==> src/rtl/sync_counter.sv <==
// sync_counter: up/down counter with parallel load and a selectable terminal behaviour
// (wrap, saturate or reload LoadData).
// Optional build macro COUNTER_CARRY_REG_EN: when defined, Carry is a registered one-cycle
// pulse following each terminal count step. When undefined, Carry is a combinational
// decode of the current count and direction.
module sync_counter #(
   parameter int unsigned WIDTH     = 8,
   parameter int unsigned MAX_VALUE = 255,
   parameter int unsigned MODE      = 0
) (
   input  logic             Clock,
   input  logic             Reset,
   input  logic             ClockEnable,
   input  logic             Load,
   input  logic             Up,
   input  logic [WIDTH-1:0] LoadData,
   output logic [WIDTH-1:0] CountValue,
   output logic             Carry
);

   localparam logic [WIDTH-1:0] MaxVal = WIDTH'(MAX_VALUE);
   localparam logic [WIDTH-1:0] One    = WIDTH'(1);

   logic [WIDTH-1:0] count_q, count_d;
   logic             term_up, term_dn, term_any;
   logic             event_step;

   // Terminal decode of the present count; a count above MAX_VALUE (via load) is up-terminal.
   always_comb begin
      term_up  = Up && (count_q >= MaxVal);
      term_dn  = !Up && (count_q == '0);
      term_any = term_up || term_dn;
   end

   // Next-count selection: hold, load, normal step, or the mode-specific terminal action.
   always_comb begin
      count_d    = count_q;
      event_step = 1'b0;
      if (ClockEnable) begin
         if (Load) begin
            count_d = LoadData;
         end else if (term_up) begin
            event_step = 1'b1;
            if (MODE == 0) begin
               count_d = '0;
            end else if (MODE == 1) begin
               count_d = count_q;
            end else begin
               count_d = LoadData;
            end
         end else if (term_dn) begin
            event_step = 1'b1;
            if (MODE == 0) begin
               count_d = MaxVal;
            end else if (MODE == 1) begin
               count_d = '0;
            end else begin
               count_d = LoadData;
            end
         end else if (Up) begin
            count_d = count_q + One;
         end else begin
            count_d = count_q - One;
         end
      end
   end

   // Count register with synchronous active-low reset.
   always_ff @(posedge Clock) begin
      if (!Reset) begin
         count_q <= '0;
      end else begin
         count_q <= count_d;
      end
   end

   assign CountValue = count_q;

`ifdef COUNTER_CARRY_REG_EN
   logic carry_q, carry_d;

   // Carry pulse is set only by a count step taken at a terminal count, never by a load.
   always_comb begin
      carry_d = event_step;
   end

   // Carry register, cleared by reset.
   always_ff @(posedge Clock) begin
      if (!Reset) begin
         carry_q <= 1'b0;
      end else begin
         carry_q <= carry_d;
      end
   end

   assign Carry = carry_q;
`else
   logic unused_event;

   // Combinational carry follows the current count/direction, regardless of enable and load.
   always_comb begin
      unused_event = event_step;
      Carry        = term_any;
   end
`endif

endmodule

==> config.mk <==
export PLATFORM = sky130hd
export DESIGN_NAME = sync_counter
export DESIGN_NICKNAME = d
export VERILOG_FILES = /design/src/rtl/sync_counter.sv
export SDC_FILE = /design/constraint.sdc
export NUM_CORES = 1
export LEC_CHECK = 0
export CAP_MARGIN = 0
export CORE_MARGIN = 2
export CORE_UTILIZATION = 47
export CTS_CLUSTER_DIAMETER = 40
export CTS_CLUSTER_SIZE = 20
export DETAILED_ROUTE_END_ITERATION = 8
export MAX_ROUTING_LAYER = met4
export PLACE_DENSITY = 0.81
export SLEW_MARGIN = 20
export SYNTH_ARGS = -nofsm -noshare
export SYNTH_HDL_FRONTEND = slang
export SYNTH_SLANG_ARGS = --single-unit
==> constraint.sdc <==
create_clock -name Clock -period 5.1 [get_ports Clock]
set_input_delay 1.53 -clock Clock [delete_from_list [all_inputs] [get_ports Clock]]
set_output_delay 1.53 -clock Clock [all_outputs]
set_load 0.01 [all_outputs]
==> key figures <==
GRT
  • Largest net degree at the start of global routing: 18
  • Vias in the first global route: around 600
  • First-pass GRT wire length: about 2.8 mm
  • Total Routing Usage GR: between 20% and 30%
  • Initial antenna violation count: 0
  • Global route overflow: 0

Timing
  • RSZ-0062 raised after global routing: false
  • Fin crit share: between 90% and 100%
  • Slew @ Worst Pin: between 500 and 600 ps
  • Endpoints failing hold: 0
  • Period minus WS final: about 4700 ps
  • Relative slew slack: between 60% and 70%
  • Setup TNS: 0 ps
  • Final setup fails: 0
  • Max frequency: between 200 and 250 MHz
  • Final Max Slew Viols: 0
  • Clk_skew: ~1.3 ps

Critical path
  • Worst Setup End Kind: primary output
  • Critical path, cell by cell: clkdlybuf4s50_1, nor4_4, a41o_2, clkdlybuf4s50_1
  • Reg2reg start: CountValue[0]$_SDFFE_PN0P_
  • Worst path slowest cell: clkdlybuf4s50_1
  • Worst-path fanout max: 8
  • Critical path arrival: between 3000 and 4000 ps
  • WP data required: 3570 ps
  • Critical path's largest stage delay: between 500 and 600 ps
  • Crit. Startpoint: Up
  • CP most frequent cell: clkdlybuf4s50_1
  • Crit path launch type: primary input
  • Worst Path Class, Setup: in -> out

Clock network
  • Bufs on Longest Clock Path: 2
  • # hold bufs at CTS: 0
  • Postcts setup bufs: 0
  • CTS Root Cell: clkbuf_4
  • TritonCTS clock tree: built
  • H-tree depth: 1
  • Sink Count: 8
  • Clk_lat worst skew: between 200 and 300 ps
  • Num CTS Buffers: 3
  • Worst-path clk slew: roughly 50 ps
  • Post_cts resized: 0

Routing
  • DR vias: 692
  • Total wire length: between 1.5 and 2 mm
  • Vias per cell: a little under 6
  • Wire per inst: around 14 microns
  • Initial DRC count: 18
  • Drt first pass iters: 4
  • Post-route DRC: 0
  • ANT nets after route: 0

Synth
  • Synth async-reset ratio: 0%
  • Top cell type's share of synthesized area: 24.2%
  • Cells after Synth: 80
  • Largest cells by area after synthesis: dfxtp_1, ha_1, o21ai_0, nand2_1, a31oi_1
  • Most frequent cells after synthesis: nand2_1, o21ai_0, dfxtp_1
  • Synth cell types: 27
  • Average size of a mapped cell: 8.26 sq um
  • Synthesized flop and latch total: 8
  • Post-synth EDFFs: 0
  • Sequential share of the synthesized area: about a quarter
  • Largest area contributor in the netlist: dfxtp_1
  • Top-count cell post-synth: nand2_1
  • Main synth FF type: dfxtp_1
  • Net Count, Synth: 100
  • Syn. warnings: 0
  • Synthesized cell area: between 600 and 700 sq um

Finish
  • Synth-to-Final Area Change: 36.4%
  • Max reg flops: 8
  • Fin nets: ~120
  • # diodes: 0
  • Proportion of layout cells with a drive suffix above 1: between 5 and 6%

Floorplan
  • Initial Util: around half
  • Core Box Area: about 1300 sq um
  • Core Rows: 13
  • Die Y: approximately 41 microns
  • Die Width: just over 40 microns
  • DIE AREA: 1720 sq um
  • I/O pins: 22

Placed design
  • GPL Wtd Cong: between 0.8 and 0.9
  • Final HPWL DP: approximately 1.2 mm
  • IO buf count: 21

Pwr
  • Power Density: 231 nW/um^2
  • Lkg Pwr: a little under 0.4 nW
  • Overall power: between 200 and 250 uW
  • Peak supply drop: around 0.15 mV

Run
  • Maxcap violations: 0

Status
  • Status: completed

Worst hold path
  • Worst min-delay path startpoint: CountValue[4]$_SDFFE_PN0P_
  • Hold Path Class: reg -> reg
==> cells by family after synthesis <==
family                     count (synthesis)  synth area share, %
xor gates and xnor gates                   6                 7.95
AOI/OAI and AO/OA                         30                 29.9
muxes                                      1                 1.52
adders and majority gates                  7                 14.4
buffers and inverters                      4                 2.27
DFF                                        8                 24.2
and+or+nand+nor                           24                 19.7
==> metal layers <==
layer,track usage (%),up-vias,routed length [microns]
met1,27.8,312,742
met2,29.7,25,744
li1,-,355,-
met3,9.13,0,107
met4,3.87,0,0
met5,-,-,0
==> through the flow <==
stage / util (%) / cell area [sq um] / cells / hold slack (ps) / worst slack [ps]
after global routing: 69.2 / 901 / 116 / 625 / 276
final: 69.2 / 901 / 116 / 591 / 379
after CTS: 69.2 / 901 / 116 / 592 / 386
after floorplan: - / 661 / 80 / 578 / 1520
after global placement: 67.5 / 878 / 113 / 581 / 422
after detailed placement: 67.5 / 878 / 113 / 579 / 395
==> final timing paths <==
check	end	slack, ps	depth (start not counted)
setup / recovery	Carry	380	4
hold / removal	CountValue[4]$_SDFFE_PN0P_	590	2
setup reg to reg	CountValue[6]$_SDFFE_PN0P_	3190	6
hold reg to reg	CountValue[4]$_SDFFE_PN0P_	590	2
==> layout by cell type, fill, tap and decap left out, types with 3 or more instances in the layout <==
master,n
a21o_1,3
a21oi_1,3
a31oi_1,6
clkbuf_4,3
clkdlybuf4s50_1,21
dfxtp_1,8
ha_1,6
nand2_1,12
nor2_1,3
o21ai_0,10
xor2_1,4
==> power by group <==
group / switching [mW] / internal, mW / total (mW)
logic: 0.0385 / 0.0442 / 0.0827
registers: 0.00956 / 0.0683 / 0.0779
clock network: 0.0209 / 0.0269 / 0.0478
==> layout make-up <==
cell class                 count  area (sq um)
sequential                     8           160
fill                         109           400
tap                           15          18.8
inverter                       1          3.75
clock buffer                   3          22.5
timing repair buffer          21           210
multi-input combinational     68           485
==> critical path, delay by kind of cell <==
| kind | cells | cell delay [ps] |
|---|---|---|
| buffers and inverters | 2 | 1040 |
| AND/OR/NAND/NOR | 1 | 470 |
| AO/OA/AOI/OAI | 1 | 160 |
No activity file was read; power rests on OpenSTA's default activity.
